===== config.mk =====
export PLATFORM = sky130hd
export DESIGN_NAME = regfile_write_arbiter_flat
export DESIGN_NICKNAME = d
export VERILOG_FILES = /design/src/rtl/regfile_write_arbiter_if.sv /design/src/rtl/regfile_write_arbiter.sv /design/src/flat_wrapper.sv
export SDC_FILE = /design/constraint.sdc
export NUM_CORES = 1
export LEC_CHECK = 0
export BUFFER_PORTS_ARGS = -buffer_cell sky130_fd_sc_hd__buf_4
export CAP_MARGIN = 20
export CORE_ASPECT_RATIO = 0.8
export CORE_UTILIZATION = 44
export DETAILED_ROUTE_END_ITERATION = 10
export PLACE_DENSITY = 0.74
export SLEW_MARGIN = 20
export SYNTH_ARGS = -nofsm -noshare
export SYNTH_HDL_FRONTEND = slang
export SYNTH_SLANG_ARGS = --single-unit

===== constraint.sdc =====
create_clock -name clk -period 3.1 [get_ports clk]
set_input_delay 0.465 -clock clk [delete_from_list [all_inputs] [get_ports clk]]
set_output_delay 0.465 -clock clk [all_outputs]
set_load 0.005 [all_outputs]

===== src/rtl/regfile_write_arbiter_if.sv =====
// rtl/regfile_write_arbiter_if.sv - requester and RegisterFile write-port bundle for the write arbiter
interface regfile_write_arbiter_if #(
  parameter int NREQ  = 4,
  parameter int WIDTH = 8,
  parameter int AW    = 3
);
  localparam int GW = (NREQ > 1) ? $clog2(NREQ) : 1;

  logic [NREQ-1:0]       req_valid;
  logic [NREQ-1:0]       req_lock;
  logic [NREQ*AW-1:0]    req_addr;
  logic [NREQ*WIDTH-1:0] req_data;
  logic [NREQ-1:0]       req_ready;
  logic                  wr_stall;
  logic                  we3;
  logic [AW-1:0]         wa3;
  logic [WIDTH-1:0]      wd3;
  logic [GW-1:0]         grant_id;
  logic                  zero_drop;
  logic                  locked;

  modport master (
    output req_valid, req_lock, req_addr, req_data, wr_stall,
    input  req_ready, we3, wa3, wd3, grant_id, zero_drop, locked
  );

  modport slave (
    input  req_valid, req_lock, req_addr, req_data, wr_stall,
    output req_ready, we3, wa3, wd3, grant_id, zero_drop, locked
  );
endinterface


===== src/rtl/regfile_write_arbiter.sv =====
// rtl/regfile_write_arbiter.sv - round-robin arbiter with lockable bursts for the RegisterFile write port
module regfile_write_arbiter #(
  parameter int NREQ    = 4,
  parameter int WIDTH   = 8,
  parameter int AW      = 3,
  parameter int LOCK_TO = 16
) (
  input  logic                   clk,
  input  logic                   rst_n,
  regfile_write_arbiter_if.slave bus
);
  localparam int GW = (NREQ > 1) ? $clog2(NREQ) : 1;
  localparam int CW = $clog2(LOCK_TO + 1);

  typedef enum logic {ST_ARB, ST_LOCKED} state_t;

  state_t           state, state_next;
  logic [GW-1:0]    owner, owner_next;
  logic [GW-1:0]    rr_ptr, rr_next;
  logic [CW-1:0]    lock_cnt, cnt_next;
  logic [NREQ-1:0]  ready;
  logic             accept;
  logic [GW-1:0]    acc_idx;
  logic [AW-1:0]    sel_addr;
  logic [WIDTH-1:0] sel_data;

  function automatic logic [GW-1:0] next_idx(input logic [GW-1:0] v);
    return (v == GW'(NREQ - 1)) ? '0 : v + 1'b1;
  endfunction

  // Grant is at most one-hot; a grant is an accept because ready implies valid.
  always_comb begin
    int scan;
    ready   = '0;
    accept  = 1'b0;
    acc_idx = '0;
    scan    = 0;
    if (rst_n && !bus.wr_stall) begin
      if (state == ST_LOCKED) begin
        if (bus.req_valid[owner]) begin
          ready[owner] = 1'b1;
          accept       = 1'b1;
          acc_idx      = owner;
        end
      end else begin
        for (int i = 0; i < NREQ; i++) begin
          scan = int'(rr_ptr) + i;
          if (scan >= NREQ) scan = scan - NREQ;
          if (!accept && bus.req_valid[scan]) begin
            ready[scan] = 1'b1;
            accept      = 1'b1;
            acc_idx     = GW'(scan);
          end
        end
      end
    end
  end

  assign sel_addr      = bus.req_addr[int'(acc_idx)*AW +: AW];
  assign sel_data      = bus.req_data[int'(acc_idx)*WIDTH +: WIDTH];
  assign bus.req_ready = ready;
  assign bus.locked    = (state == ST_LOCKED);

  always_comb begin
    state_next = state;
    owner_next = owner;
    rr_next    = rr_ptr;
    cnt_next   = lock_cnt;
    if (accept) begin
      rr_next  = next_idx(acc_idx);
      cnt_next = '0;
      if (bus.req_lock[acc_idx]) begin
        state_next = ST_LOCKED;
        owner_next = acc_idx;
      end else begin
        state_next = ST_ARB;
      end
    end else if (state == ST_LOCKED && !bus.wr_stall && !bus.req_valid[owner]) begin
      // Revoke an abandoned lock so the other requesters are not starved.
      if (lock_cnt == CW'(LOCK_TO - 1)) begin
        state_next = ST_ARB;
        rr_next    = next_idx(owner);
        cnt_next   = '0;
      end else begin
        cnt_next = lock_cnt + 1'b1;
      end
    end
  end

  always_ff @(posedge clk or negedge rst_n) begin
    if (!rst_n) begin
      state    <= ST_ARB;
      owner    <= '0;
      rr_ptr   <= '0;
      lock_cnt <= '0;
    end else begin
      state    <= state_next;
      owner    <= owner_next;
      rr_ptr   <= rr_next;
      lock_cnt <= cnt_next;
    end
  end

  // Writes to r0 are swallowed here and flagged, since r0 is hardwired in the RegisterFile.
  always_ff @(posedge clk or negedge rst_n) begin
    if (!rst_n) begin
      bus.we3       <= 1'b0;
      bus.wa3       <= '0;
      bus.wd3       <= '0;
      bus.grant_id  <= '0;
      bus.zero_drop <= 1'b0;
    end else begin
      bus.we3       <= accept && (sel_addr != '0);
      bus.zero_drop <= accept && (sel_addr == '0);
      if (accept) begin
        bus.wa3      <= sel_addr;
        bus.wd3      <= sel_data;
        bus.grant_id <= acc_idx;
      end
    end
  end
endmodule

===== src/flat_wrapper.sv =====
// flat-port wrapper written by rule: the top's interface ports become plain ports
module regfile_write_arbiter_flat 
#(
  parameter int NREQ    = 4,
  parameter int WIDTH   = 8,
  parameter int AW      = 3,
  parameter int LOCK_TO = 16
)
  (clk, rst_n, bus_req_valid, bus_req_lock, bus_req_addr, bus_req_data, bus_wr_stall, bus_req_ready, bus_we3, bus_wa3, bus_wd3, bus_grant_id, bus_zero_drop, bus_locked);
  regfile_write_arbiter_if #(.NREQ(NREQ), .WIDTH(WIDTH), .AW(AW)) bus_i ();
  input  logic clk;
  input  logic rst_n;
  input wire logic [$bits(bus_i.req_valid)-1:0] bus_req_valid;
  input wire logic [$bits(bus_i.req_lock)-1:0] bus_req_lock;
  input wire logic [$bits(bus_i.req_addr)-1:0] bus_req_addr;
  input wire logic [$bits(bus_i.req_data)-1:0] bus_req_data;
  input wire logic [$bits(bus_i.wr_stall)-1:0] bus_wr_stall;
  output wire logic [$bits(bus_i.req_ready)-1:0] bus_req_ready;
  output wire logic [$bits(bus_i.we3)-1:0] bus_we3;
  output wire logic [$bits(bus_i.wa3)-1:0] bus_wa3;
  output wire logic [$bits(bus_i.wd3)-1:0] bus_wd3;
  output wire logic [$bits(bus_i.grant_id)-1:0] bus_grant_id;
  output wire logic [$bits(bus_i.zero_drop)-1:0] bus_zero_drop;
  output wire logic [$bits(bus_i.locked)-1:0] bus_locked;
  assign bus_i.req_valid = bus_req_valid;
  assign bus_i.req_lock = bus_req_lock;
  assign bus_i.req_addr = bus_req_addr;
  assign bus_i.req_data = bus_req_data;
  assign bus_i.wr_stall = bus_wr_stall;
  assign bus_req_ready = bus_i.req_ready;
  assign bus_we3 = bus_i.we3;
  assign bus_wa3 = bus_i.wa3;
  assign bus_wd3 = bus_i.wd3;
  assign bus_grant_id = bus_i.grant_id;
  assign bus_zero_drop = bus_i.zero_drop;
  assign bus_locked = bus_i.locked;
  regfile_write_arbiter #(.NREQ(NREQ), .WIDTH(WIDTH), .AW(AW), .LOCK_TO(LOCK_TO)) u_core (.clk(clk), .rst_n(rst_n), .bus(bus_i));
endmodule

Word-level counts from Yosys, hierarchy flattened
Index checks and enable logic that the tools add are counted.
- reduce and logical (&&, ||, !) cells: 24
- add/subtract/negate cells: 10
- multiply operators: 1
- order comparisons: 15
- bitwise operators: 3
- mux-type cells: 83
- shifts and indexed selects: 2
- equal/unequal tests: 3
- operator list (cell ; number):
    two-way mux 32 bit ; 12
    greater-or-equal comparator 32 x 1 -> 1 bit (second input constant) ; 4
    less-than comparator 32 x 4 -> 1 bit (second input constant) ; 4
    greater-or-equal comparator 32 x 4 -> 1 bit (second input constant) ; 3
    subtractor 32 x 4 -> 32 bit (second input constant) ; 3
    two-way mux 4 bit ; 13
    two-way mux 1 bit ; 32
    indexed part select 12 x 32 -> 3 bit ; 1
    indexed part select 32 x 6 -> 8 bit ; 1
    two-way mux 2 bit ; 12
    two-way mux 5 bit ; 3
    logical AND 1 bit ; 13
    binary-select mux 1 bit (select 2 bit) ; 6
    bitwise OR 4 bit ; 3
    demux 1 bit (select 2 bit) ; 5
    adder 2 x 2 -> 3 bit (second input constant) ; 2
    less-than comparator 2 x 3 -> 1 bit (second input constant) ; 2
    adder 5 x 1 -> 5 bit (second input constant) ; 1
    == test 5 x 4 -> 1 bit (second input constant) ; 1
    zero test 1 bit ; 5
    adder 2 x 1 -> 2 bit (second input constant) ; 2
    == test 2 bit (second input constant) ; 2
    multiplier 2 x 2 -> 4 bit (second input constant) ; 1
    AND reduction 2 bit ; 2
    other kinds (7) ; 8
- output and inout port bits: 20
- bits in registers: 25
- logic and storage cells: 150

Logic depth before layout (Yosys ltp)
- word-level depth: 29
- mapped depth: 13

Least setup slack after synthesis
OpenSTA, ideal clock, no wires.
- kind: register to register
- start: register u_core.rr_ptr[0]
- end: register u_core.bus.zero_drop
- setup time: 0.067 ns
- stages on the path, launching flop included: 12
- period minus slack after synthesis: 3.069 ns
- data required time: 3.033 ns
- arrival time: 3.002 ns
- buffers on the path: 2
- setup slack: 0.031 ns
- path through: dfrtp_1 -> buf_2 -> inv_1 -> ha_1 -> mux2_2 -> o32a_1 -> a32oi_2 -> nand2b_1 -> buf_6 -> mux2_4 -> a2111oi_4 -> and2_1
- longest elaborated chain between the ends: 29
- elaborated cells on any way between the ends: 63
- RTL lines (what ; RTL line ; source):
    start, declared ; regfile_write_arbiter.sv:19 ; logic [GW-1:0] rr_ptr, rr_next;
    start signal, assigned ; regfile_write_arbiter.sv:99 ; rr_ptr <= rr_next;
    branches (longest 28 deep; another with subtractor 32 x 4 -> 32 bit) ; - ;
    logical AND 1 bit * ; regfile_write_arbiter.sv:114 ; bus.zero_drop <= accept && (sel_addr == '0);
    end signal, assigned ; regfile_write_arbiter.sv:114 ;
    end, declared ; regfile_write_arbiter_if.sv:29 ; output req_ready, we3, wa3, wd3, grant_id, zero_drop, locked
Mark *: on every way between the ends. The select of a mux whose other input is x is not followed.
A chain may end at the register's enable or synchronous reset.

Worst setup path after layout
- start: register u_core.rr_ptr[1]
- end: output port bus_req_ready[2]
- longest elaborated chain between the ends: 25
- elaborated cells on any way between the ends: 85
- RTL lines (what ; RTL line ; source):
    branches (longest 22 deep; another with subtractor 32 x 4 -> 32 bit) ; - ;
    two-way mux 4 bit * ; regfile_write_arbiter.sv:49 ; if (!accept && bus.req_valid[scan]) begin
    two-way mux 4 bit * ; regfile_write_arbiter.sv:39 ; if (state == ST_LOCKED) begin
    two-way mux 4 bit * ; regfile_write_arbiter.sv:38 ; if (rst_n && !bus.wr_stall) begin
    end, declared ; flat_wrapper.sv:18 ; output wire logic [$bits(bus_i.req_ready)-1:0] bus_req_ready;
Marks and branches as above.

==> metrics.yaml <==
timing.critical_path.cells: "inv_2 > ha_4 > mux4_2 > nor2b_1 > a221o_1 > a221oi_1 > nor3_1 > buf_4"
rows: 22
power.density_cell_area_nw_per_um2: 797
floorplan.initialDensity_pct: 47.0
clock_power_share_pct: 8.3
timing.critical_path.slowest_stage_cell: "mux4_2"
rrSetupSlack_ns: 0.42
grt_pass1_wl_um: 9710
post_route_standard_cell_area_excluding_fillers_um2: 2920
synthCells: 237
synthDominantAreaCellType: "dfrtp_1"
synth_largest_type_area_fraction_pct: 28.2
worst_setup_path_start_kind: "flop"
avgSynthCellArea_um2: 9.34
clock_insertion_delay_worst_skew_ns: 0.27
yosys-mux-area-fraction_pct: 18.1
core_region_area_um2: 4710
synth_adder_area_share_pct: 5.08
timing.critical_path.required_ns: 2.63
worst_case_clock_skew_ns: 0.00740
vias_per_cell: 5.75
wl_per_cell_um: 15.6
synth_enable_flop_cells: 0
max_fanout_on_critical_path: 5
route.vias.total: 2134
gp_routability_congestion: 0.831
finalHoldViolations: 0
cp-end-kind: "output port"
nNetsFinal: 376
hold_path_class: "in2async"
slew_headroom_pct: 67.4
total_power_uw: 2330
ys_top_cells_by_area: "dfrtp_1 28%, mux2i_1 11%, ha_1 5.1%"
worst_hold_slack_ns: 0.180
area_of_the_mapped_netlist_um2: 2210
number_of_drc_violations_after_detailed_routing_iteration_0: 98
vdd_drop_max_mv: 0.359
synth_compound_gate_area_share_pct: 25.0
route.final.wire_length_um: 5770
tritoncts_buffers: 3
ff2ff_path_depth: 10
fmaxAchievable_mhz: 337
seq_power_share_pct: 24.0
final_antenna_net_count: 0
clock-root-buffer: "clkbuf_8"
aggregate_global_routing_overflow: 0
cell_internal_pwr_uw: 1350
setup_violations: 0
post-route-period-util_pct: 95.6
crit_path_max_incr_delay_ns: 0.52
reg2reg_to: "u_core.bus.zero_drop"
rsz0062_at_grt: "no"
path_class: "reg2out"
switching_pwr_uw: 976
dieArea_um2: 5320
place_area_um2: 2820
detailed_place_hpwl_um: 4560
dieWidth_um: 81.3
tightestPinTransition_ns: 0.485
postSynthNetCount: 301
drtPass1Iterations: 4
synth_top_family_by_area: "compound AO/OA/AOI/OAI gates"
r2r-start: "u_core.rr_ptr[1]"
most_frequent_standard_cell_in_the_layout_excluding_fill_and_tap_cells: "buf_4"
htree_num_levels: 1
grt_pass1_vias: 2084
antenna_violations_before_repair: 0
asyncSetResetFlopFracSynth_pct: 100
power.share.combinational_pct: 67.7
final_period_minus_worst_setup_slack_ns: 2.96
ys_seq_area_share_pct: 28.2
commonest_cells_after_routing_fill_and_taps_aside: "85 x buf_4, 25 x dfrtp_1, 24 x mux2i_1, 19 x nor2_1, 15 x nand2_1"
io_buffer_count: 74
synthXorXnorAreaFrac_pct: 0.791
clk_pin_slew_ns: 0.09
numClockSinks: 25
area_growth_pct: 32.0
synth_ff_type: "dfrtp_1"
tritoncts: "done"
max-clock-path-buffers: 2
count_of_yosys_warnings_during_synthesis: 0
layout-drive-gt1-share_pct: 37.6
number_of_flip_flops_and_latches_in_the_synthesized_netlist: 25
drcViolationCount: 0
track_usage_pct: 23.6
power.leakage_uw: 0.00141
pin_count: 75
run_status: "completed"
die_h_um: 65.5
cp.arrival_ns: 2.50
timing.setup.tns_ns: 0
grt_start_max_net_pins: 27
synth.distinct_cells: 61
drv_cap: 0
synth-simple-area-share_pct: 16.7
sw_frac_of_total_pct: 41.9
holdBufCountCts: 0
antenna_cells: 0
slew_viol_final: 0
cell usage after synthesis (3+ instances only):
library cell and count:
nand3_1 4, o21a_1 3, a221o_1 4, nor3b_1 3
o21ai_2 3, inv_1 9, clkbuf_1 6, mux2i_1 24
nor2_1 19, a32oi_1 3, nor2b_1 3, and3_1 3
o21ai_0 11, nor3_1 7, dfrtp_1 25, mux2_2 9
nand2_1 15, ha_1 9, nand2b_1 5, a221oi_1 8
buf_2 5, a21oi_1 8
worst max-delay path by stage:
| stage | startpoint | end | slack [ns] |
|---|---|---|---|
| floorplan | u_core.rr_ptr[0] | u_core.bus.zero_drop | 0.03 |
| global placement | u_core.rr_ptr[1] | bus_req_ready[2] | 0.20 |
| detailed placement | u_core.rr_ptr[1] | bus_req_ready[1] | 0.16 |
| CTS | u_core.rr_ptr[1] | bus_req_ready[1] | 0.05 |
| global route | u_core.rr_ptr[0] | bus_req_ready[2] | 0.01 |
| finish | u_core.rr_ptr[1] | bus_req_ready[2] | 0.14 |
per-layer routing:
layer / part of all wire, % / GRT usage [%] / up-vias / routed length (um)
met4: 0.99 / 6.70 / 0 / 57
met2: 48 / 36.8 / 68 / 2750
met5: 0 / 0 / - / 0
met1: 45 / 32.3 / 1003 / 2600
li1: - / - / 1057 / -
met3: 6.4 / 5.56 / 6 / 369
kinds of logic (layout without fill, tap and decap cells):
kind of cell,after synthesis,after routing
multiplexers,36,36
flip-flops,25,25
XOR/XNOR,2,2
adder cells (fa/ha/maj),9,9
AND/OR/NAND/NOR,72,72
buffers and inverters,25,99
AO/OA/AOI/OAI,68,68
power groups by stage:
stage | clock, uW | sequential [uW] | combinational, uW
after floorplan | 0 | 568 | 1010
after global placement | 0 | 559 | 1420
after detailed placement | 0 | 563 | 1450
after CTS | 201 | 557 | 1480
after global routing | 210 | 577 | 1730
final | 193 | 558 | 1580
critical path: cells and delay by family, from the launching register on:
family                     cells  cell delay, ns
DFF                            1            0.37
AOI/OAI and AO/OA              2            0.52
buffers and inverters          2            0.23
and+or+nand+nor                2            0.29
muxes                          1            0.52
adders and majority gates      1            0.31
metrics by stage:
| stage | util (%) | std cells | setup slack (ns) |
|---|---|---|---|
| floorplan | - | 237 | 0.0313 |
| global placement | 59.9 | 365 | 0.204 |
| detailed placement | 59.9 | 365 | 0.162 |
| CTS | 61.1 | 369 | 0.0506 |
| global route | 62.1 | 371 | 0.0107 |
| finish | 62.1 | 371 | 0.136 |
state kept, by name, summed over array words and instances, names as in the netlist:
name / flops
u_core.bus.grant_id: 2
u_core.bus.locked: 1
u_core.bus.wa3: 3
u_core.bus.wd3: 8
u_core.bus.we3: 1
u_core.bus.zero_drop: 1
u_core.lock_cnt: 5
u_core.owner: 2
u_core.rr_ptr: 2
final cells by class:
class                           instances  area (um2)
Clock buffer                            4        45.0
Fill cell                             385        1780
Inverter                                9        33.8
Multi-Input combinational cell        187        1490
Sequential cell                        25         626
Tap cell                               60        75.1
Timing Repair Buffer                   86         658
repair_timing:
action / CTS / global route
pin swaps: 0 / 1
endpoints found under the hold margin: 0 / 0
gates cloned: 0 / 0
buffers inserted: 0 / 2
endpoints found under the setup margin: 4 / 4
gates resized for setup: 2 / 6
Power figures use the tool's default switching activity.
